$ cat src/rtl/fadd_ctrl.sv
// fadd_ctrl: issue/collect wrapper around a fixed-latency (3-edge) FP adder core.
// Operands are registered toward the core, a valid/tag shift register tracks
// in-flight ops, and results land in an 8-entry FIFO that absorbs output stalls.
// Upstream credit counts buffered plus in-flight results, so a push never hits a
// full FIFO.
// Optional feature: define FADD_CTRL_SUB_EN to honour in_sub (flip the sign of b).
module fadd_ctrl (
    input  logic        clk,
    input  logic        rstn,
    input  logic        in_valid,
    output logic        in_ready,
    input  logic [31:0] in_a,
    input  logic [31:0] in_b,
    input  logic [3:0]  in_tag,
    input  logic        in_sub,
    output logic [31:0] fa_x1,
    output logic [31:0] fa_x2,
    input  logic [31:0] fa_y,
    output logic        out_valid,
    input  logic        out_ready,
    output logic [31:0] out_y,
    output logic [3:0]  out_tag
);

    typedef struct packed {
        logic [3:0]  tag;
        logic [31:0] y;
    } res_t;

    logic [3:0]      vld_pipe;
    logic [3:0][3:0] tag_pipe;
    res_t            fifo_mem [8];
    logic [2:0]      wr_ptr;
    logic [2:0]      rd_ptr;
    logic [3:0]      count;
    logic            accept;
    logic            push;
    logic            pop;
    logic [2:0]      in_flight;
    logic [4:0]      credit_sum;
    logic [31:0]     x2_next;

    // Handshakes and credit; a same-cycle pop is deliberately not credited.
    always_comb begin
        in_flight  = 3'(vld_pipe[0]) + 3'(vld_pipe[1]) + 3'(vld_pipe[2]) + 3'(vld_pipe[3]);
        credit_sum = {1'b0, count} + {2'b00, in_flight};
        in_ready   = credit_sum < 5'd8;
        accept     = in_valid & in_ready;
        push       = vld_pipe[3];
        out_valid  = count != 4'd0;
        pop        = out_valid & out_ready;
    end

`ifdef FADD_CTRL_SUB_EN
    // Subtract is a sign flip on b before it reaches the core.
    assign x2_next = {in_b[31] ^ in_sub, in_b[30:0]};
`else
    logic unused_sub;
    assign unused_sub = in_sub;
    // Without the subtract option b passes through untouched.
    assign x2_next = in_b;
`endif

    // Operand registers feeding the core; hold when nothing is accepted.
    always_ff @(posedge clk or negedge rstn) begin
        if (!rstn) begin
            fa_x1 <= '0;
            fa_x2 <= '0;
        end else if (accept) begin
            fa_x1 <= in_a;
            fa_x2 <= x2_next;
        end
    end

    // Valid/tag tracking that mirrors the core latency; stage 3 aligns with fa_y.
    always_ff @(posedge clk or negedge rstn) begin
        if (!rstn) begin
            vld_pipe <= '0;
            tag_pipe <= '0;
        end else begin
            vld_pipe <= {vld_pipe[2:0], accept};
            tag_pipe <= {tag_pipe[2:0], in_tag};
        end
    end

    // Result FIFO: circular buffer, pointers wrap naturally at 3 bits.
    always_ff @(posedge clk or negedge rstn) begin
        if (!rstn) begin
            for (int i = 0; i < 8; i++) fifo_mem[i] <= '0;
            wr_ptr <= '0;
            rd_ptr <= '0;
            count  <= '0;
        end else begin
            if (push) begin
                fifo_mem[wr_ptr] <= '{tag: tag_pipe[3], y: fa_y};
                wr_ptr           <= wr_ptr + 3'd1;
            end
            if (pop) rd_ptr <= rd_ptr + 3'd1;
            case ({push, pop})
                2'b10:   count <= count + 4'd1;
                2'b01:   count <= count - 4'd1;
                default: count <= count;
            endcase
        end
    end

    // Head of the FIFO is presented directly and stays put until popped.
    always_comb begin
        out_y   = fifo_mem[rd_ptr].y;
        out_tag = fifo_mem[rd_ptr].tag;
    end

endmodule
$ cat config.mk
export PLATFORM = sky130hd
export DESIGN_NAME = fadd_ctrl
export DESIGN_NICKNAME = d
export VERILOG_FILES = /design/src/rtl/fadd_ctrl.sv
export SDC_FILE = /design/constraint.sdc
export NUM_CORES = 1
export LEC_CHECK = 0
export ABC_AREA = 1
export CAP_MARGIN = 20
export CORE_MARGIN = 4
export CORE_UTILIZATION = 45
export DETAILED_ROUTE_END_ITERATION = 10
export PLACE_DENSITY = 0.7
export SLEW_MARGIN = 20
export SYNTH_ARGS = -nofsm -noshare
export SYNTH_HDL_FRONTEND = slang
export SYNTH_SLANG_ARGS = --single-unit
$ cat constraint.sdc
create_clock -name clk -period 2.2 [get_ports clk]
set_clock_uncertainty 0.2 [all_clocks]
set_input_delay 0.44 -clock clk [delete_from_list [all_inputs] [get_ports clk]]
set_output_delay 0.44 -clock clk [all_outputs]
set_load 0.1 [all_outputs]
==> results of run 1 <==
[flip-flops by register name, summed over array words and instances (netlist names)]
name	cells
fifo_mem	288
fa_x1	32
fa_x2	32
tag_pipe	16
count	4
vld_pipe	4
rd_ptr	3
wr_ptr	3
[layout make-up]
| class | count | share of cell area (%) |
|---|---|---|
| Clock inverter | 13 | 0.730 |
| Timing Repair inverter | 1 | 0.0673 |
| Inverter | 53 | 0.958 |
| Timing Repair Buffer | 354 | 20.8 |
| Sequential cell | 382 | 39.6 |
| Multi-Input combinational cell | 1375 | 30.6 |
| Tap cell | 461 | 2.39 |
| Clock buffer | 58 | 4.84 |
[critical path: cells and delay by family (launching register included)]
| family | cells | cell delay, ns |
|---|---|---|
| flops | 1 | 0.40 |
| buf+inv | 2 | 0.25 |
| fa+ha+maj | 2 | 0.76 |
| simple gates | 4 | 0.27 |
| compound gates | 1 | 0.17 |
[stage by stage]
step           setup slack [ns]  setup TNS, ns  hold slack [ns]  util (%)  area (um^2)
6_report                 -0.800         -36.28            0.142      67.4        24200
5_1_grt                  -0.920         -46.76            0.124      67.4        24200
4_1_cts                  -0.818         -39.92            0.130      65.2        23300
3_5_place_dp             -0.261          -8.79            0.135      55.4        19900
3_3_place_gp             -0.258          -7.45            0.133      55.4        19900
2_1_floorplan            -0.447         -0.528          -0.0556         -        16800
[per-layer routing]
layer	vias to the layer above	part of all wire [%]	track usage [%]
met4	2	3.3	9.68
li1	6960	-	-
met2	768	48	43.1
met3	148	9.4	6.47
met1	7456	39	34.7
met5	-	0.037	0
[cell usage in the layout (no fill, tap or decap), types with 13 or more instances in the layout]
cell type / instances
a21oi_1: 36
buf_12: 84
buf_16: 37
buf_4: 95
buf_6: 13
clkbuf_16: 52
clkdlybuf4s50_1: 101
dfrtp_1: 379
inv_1: 45
nand2_1: 439
nand2_2: 44
nand2_4: 38
nand4_1: 65
nor2_1: 153
nor2_2: 36
nor2_4: 70
o21ai_0: 270
o21ai_1: 144
o21ai_2: 54
[logic make-up (layout without fill, tap and decap cells)]
family	Yosys count	count (layout)	share of synthesized area [%]
simple gates	851	851	20.6
compound gates	509	509	15.5
flops	382	382	58.1
buf+inv	191	479	4.86
fa+ha+maj	8	8	0.653
xor+xnor	7	7	0.372
[worst max path at each step]
stage,end,start,slack [ns]
final,in_ready,vld_pipe[0],-0.80
after global routing,in_ready,vld_pipe[0],-0.92
after CTS,in_ready,vld_pipe[0],-0.82
after detailed placement,in_ready,vld_pipe[0],-0.26
after global placement,in_ready,vld_pipe[0],-0.26
after floorplan,in_ready,vld_pipe[3],-0.45
[repair_timing]
item                                   4_1_cts  5_1_grt
cloned                                      42       15
buffers inserted                            31       15
hold buffers                                 1        0
endpoints found under the hold margin       36        0
setup endpoints to repair                  101      104
pin swaps                                  110      104
resized for setup                          338      221
==> results.sh, run 1 <==
export IMPL_outcome="complete, but fails checks"
export IMPL_violations="negative setup slack"
export IMPL_synth_top_area_share_pct=58.1
export IMPL_start_util_pct=46.0
export IMPL_clk_pin_slew_ns=0.06
export IMPL_drv_cap=0
export IMPL_r2r_cells=10
export IMPL_clockRootBuffer="clkbuf_16"
export IMPL_drtAntennaViolNets=0
export IMPL_start_kind="register"
export IMPL_synth_most_common_cell="nand2_1"
export IMPL_netlist_top_cells_count="nand2_1, o21ai_0, dfrtp_1"
export IMPL_arrival_ns=2.36
export IMPL_syn_nets=2061
export IMPL_synth_cells=1948
export IMPL_crit_chain="fa_1, ha_1, a21o_1, nand2_1, nand2_1, nand2_2, nand2_4, clkinvlp_4, buf_12"
export IMPL_dieHeight_um=199
export IMPL_fmax_mhz=333
export IMPL_reg2reg_setup_slack_ns=-0.28
export IMPL_num_fill_cells=2552
export IMPL_grt_ovfl_total=0
export IMPL_cts_htree_levels=2
export IMPL_multiInputGateArea_um2=7390
export IMPL_cts_sinks=382
export IMPL_yosys_area_top_type="dfrtp_1"
export IMPL_netlist_area_um2=16500
export IMPL_cts_tree="built"
export IMPL_hold_depth=1
export IMPL_gp_congestion=0.772
export IMPL_core_um2=35800
export IMPL_yosys_top_cells_area="dfrtp_1, o21ai_0, nand2_1"
export IMPL_reg2reg_from="vld_pipe[0]"
export IMPL_dp_hpwl_um=26300
export IMPL_vias=15300
export IMPL_synth_seq_cells=382
export IMPL_avgSynthCellArea_um2=8.45
export IMPL_seq_area_um2=9570
export IMPL_async_flop_share_pct=100
export IMPL_synth_edf_count=0
export IMPL_wl_per_cell_um=20.2
export IMPL_fin_nets=2320
export IMPL_grt_first_pass_wirelength_um=84000
export IMPL_design_die_area_um2=39700
export IMPL_critical_path_class="register to primary output"
export IMPL_ys_seq_area_share_pct=58.1
export IMPL_worstPathRequired_ns=1.56
export IMPL_via_per_inst=5.69
export IMPL_gr_usage_all_layers_pct=26.5
export IMPL_fin_crit_sh_pct=136
export IMPL_drc=0
export IMPL_finalWorstSetupSlack_ns=-0.800
export IMPL_period_needed_ns=3.00
export IMPL_clk_path_buf_depth=3
export IMPL_hold_end="tag_pipe[1]"
export IMPL_crit_top_cell="nand2_1"
export IMPL_port_buffers=205
export IMPL_grt_setup_unrepaired="true"
export IMPL_finalMaxSlewViolations=0
export IMPL_rows=69
export IMPL_layout_cells_non_filler=2697
export IMPL_cts_buffers=40
export IMPL_crit_fanout=2
export IMPL_die_w_um=199
export IMPL_insertion_delay_ns=0.53
export IMPL_first_iter_violations=1158
export IMPL_hold_viol_final=0
export IMPL_r2r_end="fa_x2[17]"
export IMPL_ys_types=24
export IMPL_pin_count=207
export IMPL_first_global_vias=15600
export IMPL_min_path_type="input pin to register"
export IMPL_worst_pin_slew_ns=0.532
export IMPL_syn_to_final_growth_pct=46.7
export IMPL_n_antenna_cell=0
export IMPL_dp_cells=2536
export IMPL_cp_slowest_cell="fa_1"
export IMPL_drive_gt1_share_pct=25.8
export IMPL_drtPass1Iterations=5
export IMPL_ys_warn_count=0
export IMPL_max_stage_delay_ns=0.54
export IMPL_wl_um=54400
export IMPL_critPathCaptureType="primary output"
export IMPL_hold_start="in_tag[1]"
export IMPL_slew_headroom_pct=64.5
export IMPL_setup_viol=101
export IMPL_synthFlopType="dfrtp_1"
export IMPL_grt_max_degree=73
export IMPL_grt_antenna_before_repair=1
Power of run 1 is not shown: default switching activity piles up to over one toggle a cycle in this logic, so the estimate is an artifact.
==> inputs of run 2 (changes only) <==
--- a/config.mk
+++ b/config.mk
@@ -10,7 +10,7 @@
 export CORE_MARGIN = 4
 export CORE_UTILIZATION = 45
 export DETAILED_ROUTE_END_ITERATION = 10
-export PLACE_DENSITY = 0.7
+export PLACE_DENSITY = 0.67
 export SLEW_MARGIN = 20
 export SYNTH_ARGS = -nofsm -noshare
 export SYNTH_HDL_FRONTEND = slang
==> constraint.sdc (replaced) <==
create_clock -name clk -period 3.6 [get_ports clk]
set_clock_uncertainty 0.2 [all_clocks]
set_input_delay 0.72 -clock clk [delete_from_list [all_inputs] [get_ports clk]]
set_output_delay 0.72 -clock clk [all_outputs]
set_load 0.1 [all_outputs]
==> run 2 against run 1 <==
The flow now finishes without violations. Wire length is 23% lower. Non-clock buffer count down 114. First-iteration DRC count down 16%. Sequential share of layout area rose by 7.1 points. Setup slack better by 1.0 ns. Highest routed layer is now met4.
==> results.sh, run 2 (same netlist as run 1, synthesis figures left out) <==
export IMPL_hold_viol_final=0
export IMPL_fin_nets=2206
export IMPL_clk_path_buf_depth=3
export IMPL_outcome="finished clean"
export IMPL_tns_ns=0
export IMPL_cts_sinks=382
export IMPL_start_util_pct=46.0
export IMPL_cts_htree_levels=2
export IMPL_min_path_type="input pin to asynchronous set/reset pin"
export IMPL_top_register="fifo_mem"
export IMPL_grt_ovfl_total=0
export IMPL_hold_buffers=0
export IMPL_syn_to_final_growth_pct=24.4
export IMPL_vias=13600
export IMPL_drv_cap=0
export IMPL_drive_gt1_share_pct=10.4
export IMPL_worstPathRequired_ns=2.68
export IMPL_drtPass1Iterations=5
export IMPL_setup_viol=0
export IMPL_worst_pin_slew_ns=0.919
export IMPL_first_global_vias=13500
export IMPL_period_needed_ns=3.39
export IMPL_via_per_inst=5.27
export IMPL_grt_max_degree=146
export IMPL_rows=69
export IMPL_grt_antenna_before_repair=1
export IMPL_crit_fanout=7
export IMPL_dieHeight_um=199
export IMPL_gp_congestion=0.779
export IMPL_die_w_um=199
export IMPL_wl_um=42100
export IMPL_dp_hpwl_um=25200
export IMPL_multiInputGateArea_um2=6120
export IMPL_final_common_cell="nand2_1"
export IMPL_critPathCaptureType="primary output"
export IMPL_num_fill_cells=3143
export IMPL_insertion_delay_ns=0.52
export IMPL_r2r_cells=9
export IMPL_first_iter_violations=975
export IMPL_top_regs="fifo_mem x288, fa_x1 x32, fa_x2 x32"
export IMPL_grt_setup_unrepaired="false"
export IMPL_largest_reg_flops=288
export IMPL_drc=0
export IMPL_design_die_area_um2=39700
export IMPL_drtAntennaViolNets=0
export IMPL_ctsResizeCount=0
export IMPL_dp_slack_ns=0.739
export IMPL_postCtsSetupBuffers=0
export IMPL_design_area_um2=20500
export IMPL_port_buffers=205
export IMPL_fmax_mhz=295
export IMPL_gr_usage_all_layers_pct=21.3
export IMPL_core_um2=35800
export IMPL_wl_per_cell_um=16.3
export IMPL_pin_count=207
export IMPL_layout_common_cells="nand2_1, o21ai_0, dfrtp_1, nor2_1, clkdlybuf4s50_1"
export IMPL_critical_path_class="register to primary output"
export IMPL_cts_tree="built"
export IMPL_finalMaxSlewViolations=0
export IMPL_start_kind="register"
export IMPL_arrival_ns=2.47
export IMPL_cts_buffers=41
export IMPL_slew_headroom_pct=38.5
export IMPL_clk_pin_slew_ns=0.06
export IMPL_dpl_cell_area_um2=19100
export IMPL_clockRootBuffer="clkbuf_16"
export IMPL_fin_crit_sh_pct=94.1
export IMPL_seq_area_um2=9570
export IMPL_finalWorstSetupSlack_ns=0.211
export IMPL_grt_first_pass_wirelength_um=69800
==> run 2: cell types whose count changed in the layout (fill, tap and decap cells not counted), moves of 38 or more <==
cell,before,now
nor2_1,153,258
o21ai_0,270,435
buf_12,84,46
o21ai_2,54,0
nand2_1,439,514
o21ai_1,144,36
nor2_4,70,0
nand2_4,38,0
==> run 2: critical path: stages (launching register included) <==
cell     delay, ns
dfrtp_1       0.50
fa_1          0.48
ha_1          0.28
a21o_1        0.17
nand2_1       0.06
nand2_1       0.05
nand2_2       0.06
nand2_1       0.05
inv_1         0.11
buf_12        0.18
==> run 2: metrics by stage <==
| step | hold WS, ns | std cells | util, % |
|---|---|---|---|
| finish | 0.0241 | 2583 | 57.2 |
| global route | 0.0739 | 2583 | 57.2 |
| CTS | 0.0566 | 2582 | 57.2 |
| detailed placement | 0.135 | 2511 | 53.3 |
| global placement | 0.133 | 2511 | 53.3 |
| floorplan | 0.131 | 1948 | - |
==> run 2: worst paths after layout <==
kind / start / to / slack [ns]
worst max-delay path: vld_pipe[3] / in_ready / 0.21
worst min-delay path: rstn / fifo_mem[186] / 0.02
worst max register to register: vld_pipe[3] / fa_x1[8] / 0.77
worst min register to register: tag_pipe[5] / tag_pipe[9] / 0.15
max in group asynchronous: rstn / rd_ptr[0] / 2.26
min in group clk: tag_pipe[5] / tag_pipe[9] / 0.15
==> run 2: area by class of cell <==
type | instances | share of cell area, %
antenna | 1 | 0.0122
clock buffer | 59 | 5.88
clock inverter | 12 | 0.837
inverter | 53 | 0.984
multi-input combinational | 1375 | 29.9
sequential | 382 | 46.7
tap | 461 | 2.82
timing repair buffer | 240 | 12.9
==> run 2: metal layers <==
| metal | global-route usage [%] | part of all wire (%) |
|---|---|---|
| met1 | 29.4 | 44 |
| met2 | 34.1 | 46 |
| met3 | 5.21 | 7.1 |
| met4 | 5.40 | 2.1 |
| met5 | 0 | 0 |
Power of run 2 is left out for the same reason.
==> inputs of run 3 (changes only) <==
--- a/config.mk
+++ b/config.mk
@@ -5,7 +5,7 @@
 export SDC_FILE = /design/constraint.sdc
 export NUM_CORES = 1
 export LEC_CHECK = 0
-export ABC_AREA = 1
+export ABC_CLOCK_PERIOD_IN_PS = 3600
 export CAP_MARGIN = 20
 export CORE_MARGIN = 4
 export CORE_UTILIZATION = 45
==> run 3 against run 2 <==
Sequential cell count stayed put. Via count is 34% lower. Non-clock buffer count is 5 lower. Largest cell class unchanged. The flow now finishes with violations (negative hold slack). Global-route usage is 3.4 points lower. Critical path depth is 4 lower. Register-to-register slack hardly changed. Cell area is 0.60% higher. Maximum frequency is 0.72% lower. Utilization is 0.35 points higher. Sequential share of layout area is 0.28 points lower. Setup slack worse by 0.025 ns. Die area is 0.11% higher.
==> results.sh, run 3 <==
export IMPL_core_um2=35800
export IMPL_synth_seq_cells=382
export IMPL_cts_htree_levels=2
export IMPL_final_common_cell="dfrtp_1"
export IMPL_worst_pin_slew_ns=0.669
export IMPL_gr_usage_all_layers_pct=17.9
export IMPL_async_flop_share_pct=100
export IMPL_cts_tree="built"
export IMPL_crit_fanout=2
export IMPL_largest_reg_flops=288
export IMPL_reg2reg_setup_slack_ns=0.77
export IMPL_yosys_area_top_type="dfrtp_1"
export IMPL_violations="negative hold slack"
export IMPL_clockRootBuffer="clkbuf_16"
export IMPL_vias=8931
export IMPL_ys_warn_count=0
export IMPL_setup_viol=0
export IMPL_fmax_mhz=293
export IMPL_top_register="fifo_mem"
export IMPL_first_iter_violations=288
export IMPL_drtAntennaViolNets=0
export IMPL_grt_setup_unrepaired="false"
export IMPL_min_path_type="input pin to asynchronous set/reset pin"
export IMPL_num_fill_cells=2742
export IMPL_wl_um=35100
export IMPL_netlist_area_um2=16500
export IMPL_via_per_inst=5.37
export IMPL_crit_chain="fa_1, ha_1, a21o_1, a311oi_4, buf_12"
export IMPL_period_needed_ns=3.41
export IMPL_clk_path_buf_depth=3
export IMPL_ys_types=32
export IMPL_port_buffers=205
export IMPL_start_kind="register"
export IMPL_reg2reg_from="vld_pipe[0]"
export IMPL_r2r_end="fa_x1[15]"
export IMPL_multiInputGateArea_um2=6620
export IMPL_synth_cells=951
export IMPL_fin_crit_sh_pct=94.8
export IMPL_cp_slowest_cell="fa_1"
export IMPL_clk_pin_slew_ns=0.06
export IMPL_hold_viol_final=2
export IMPL_drv_cap=0
export IMPL_rows=69
export IMPL_syn_nets=1064
export IMPL_slew_headroom_pct=55.3
export IMPL_whs_ns=-0.00921
export IMPL_pin_count=207
export IMPL_ctsResizeCount=0
export IMPL_tns_ns=0
export IMPL_cts_buffers=42
export IMPL_worstPathRequired_ns=2.68
export IMPL_n_antenna_cell=0
export IMPL_syn_to_final_growth_pct=25.0
export IMPL_die_w_um=199
export IMPL_first_global_vias=9873
export IMPL_hold_buffers=0
export IMPL_arrival_ns=2.49
export IMPL_seq_area_um2=9570
export IMPL_dpl_cell_area_um2=19200
export IMPL_start_util_pct=46.0
export IMPL_grt_first_pass_wirelength_um=56300
export IMPL_drive_gt1_share_pct=55.3
export IMPL_cts_sinks=382
export IMPL_synth_top_area_share_pct=58.0
export IMPL_top_regs="fifo_mem x288, fa_x1 x32, fa_x2 x32"
export IMPL_grt_max_degree=81
export IMPL_final_util_pct=57.5
export IMPL_critical_path_class="register to primary output"
export IMPL_grt_ovfl_total=0
export IMPL_layout_common_cells="dfrtp_1, mux2_2, clkdlybuf4s50_1, buf_4, mux4_2"
export IMPL_synth_most_common_cell="dfrtp_1"
export IMPL_synthFlopType="dfrtp_1"
export IMPL_dieHeight_um=199
export IMPL_drtPass1Iterations=4
export IMPL_netlist_top_cells_count="dfrtp_1, mux2_2, mux4_2"
export IMPL_postCtsSetupBuffers=0
export IMPL_fin_nets=1285
export IMPL_design_die_area_um2=39800
export IMPL_drc=0
export IMPL_wl_per_cell_um=21.1
export IMPL_finalMaxSlewViolations=0
export IMPL_yosys_top_cells_area="dfrtp_1, mux2_2, mux4_2"
export IMPL_synth_edf_count=0
export IMPL_dp_hpwl_um=21800
export IMPL_ys_seq_area_share_pct=58.0
export IMPL_insertion_delay_ns=0.52
export IMPL_grt_antenna_before_repair=0
export IMPL_avgSynthCellArea_um2=17.3
export IMPL_max_stage_delay_ns=0.54
export IMPL_design_area_um2=20600
export IMPL_outcome="complete, but fails checks"
export IMPL_critPathCaptureType="primary output"
export IMPL_gp_congestion=0.701
export IMPL_r2r_cells=7
## run 3: changes by cell type in the layout (fill, tap and decap cells not counted), sizes merged, moves of 36 or more
cell / previous run / this run
nand2: 521 / 8
a21oi: 37 / 1
mux4: 0 / 72
o21ai: 471 / 0
inv: 53 / 5
nor2: 259 / 1
mux2: 0 / 390
nand4: 65 / 1
## run 3: worst max path at each step
| stage | cells after the start | slack [ns] | endpoint | start |
|---|---|---|---|---|
| CTS | 5 | 0.13 | in_ready | vld_pipe[0] |
| global placement | 5 | 0.71 | in_ready | vld_pipe[0] |
| finish | 5 | 0.19 | in_ready | vld_pipe[0] |
| floorplan | 8 | 0.16 | fa_x1[12] | vld_pipe[0] |
| detailed placement | 5 | 0.71 | in_ready | vld_pipe[0] |
| global route | 5 | 0.09 | in_ready | vld_pipe[0] |
## run 3: cell type report
| cell class | instances | share of cell area [%] |
|---|---|---|
| clock buffers | 58 | 5.74 |
| clock inverters | 17 | 1.07 |
| inverters | 3 | 0.0547 |
| multi-input cells | 508 | 32.1 |
| flip-flops and latches | 382 | 46.4 |
| well taps | 461 | 2.80 |
| repair buffers | 235 | 11.8 |
## run 3: kinds of logic (layout without fill, tap and decap cells)
group / after synthesis / count (layout) / synth area share, %
multiplexers: 462 / 462 / 37.6
AND/OR/NAND/NOR: 23 / 23 / 0.903
buffers and inverters: 61 / 313 / 2.09
flip-flops: 382 / 382 / 58.0
XOR/XNOR: 10 / 10 / 0.531
adder cells (fa/ha/maj): 8 / 8 / 0.653
AO/OA/AOI/OAI: 5 / 5 / 0.250
## run 3: metrics by stage
stage	hold slack (ns)	cells	setup WS (ns)
after CTS	0.0110	1664	0.133
after global placement	0.133	1589	0.713
after detailed placement	0.137	1589	0.707
after floorplan	0.131	951	0.156
final	-0.00921	1664	0.186
after global routing	0.0397	1664	0.0902
## run 3: critical path: cells and delay by family (launching register included)
family	cells	cell delay, ns
buffers and inverters	1	0.23
flip-flops	1	0.40
adder cells (fa/ha/maj)	2	0.76
AO/OA/AOI/OAI	2	0.59
## run 3: layer usage
| layer | routed length (um) | track usage [%] |
|---|---|---|
| met1 | 15900 | 25.8 |
| met2 | 16900 | 28.7 |
| met3 | 1870 | 4.37 |
| met4 | 435 | 2.67 |
| met5 | 0 | 0 |
Power of run 3 is left out for the same reason.
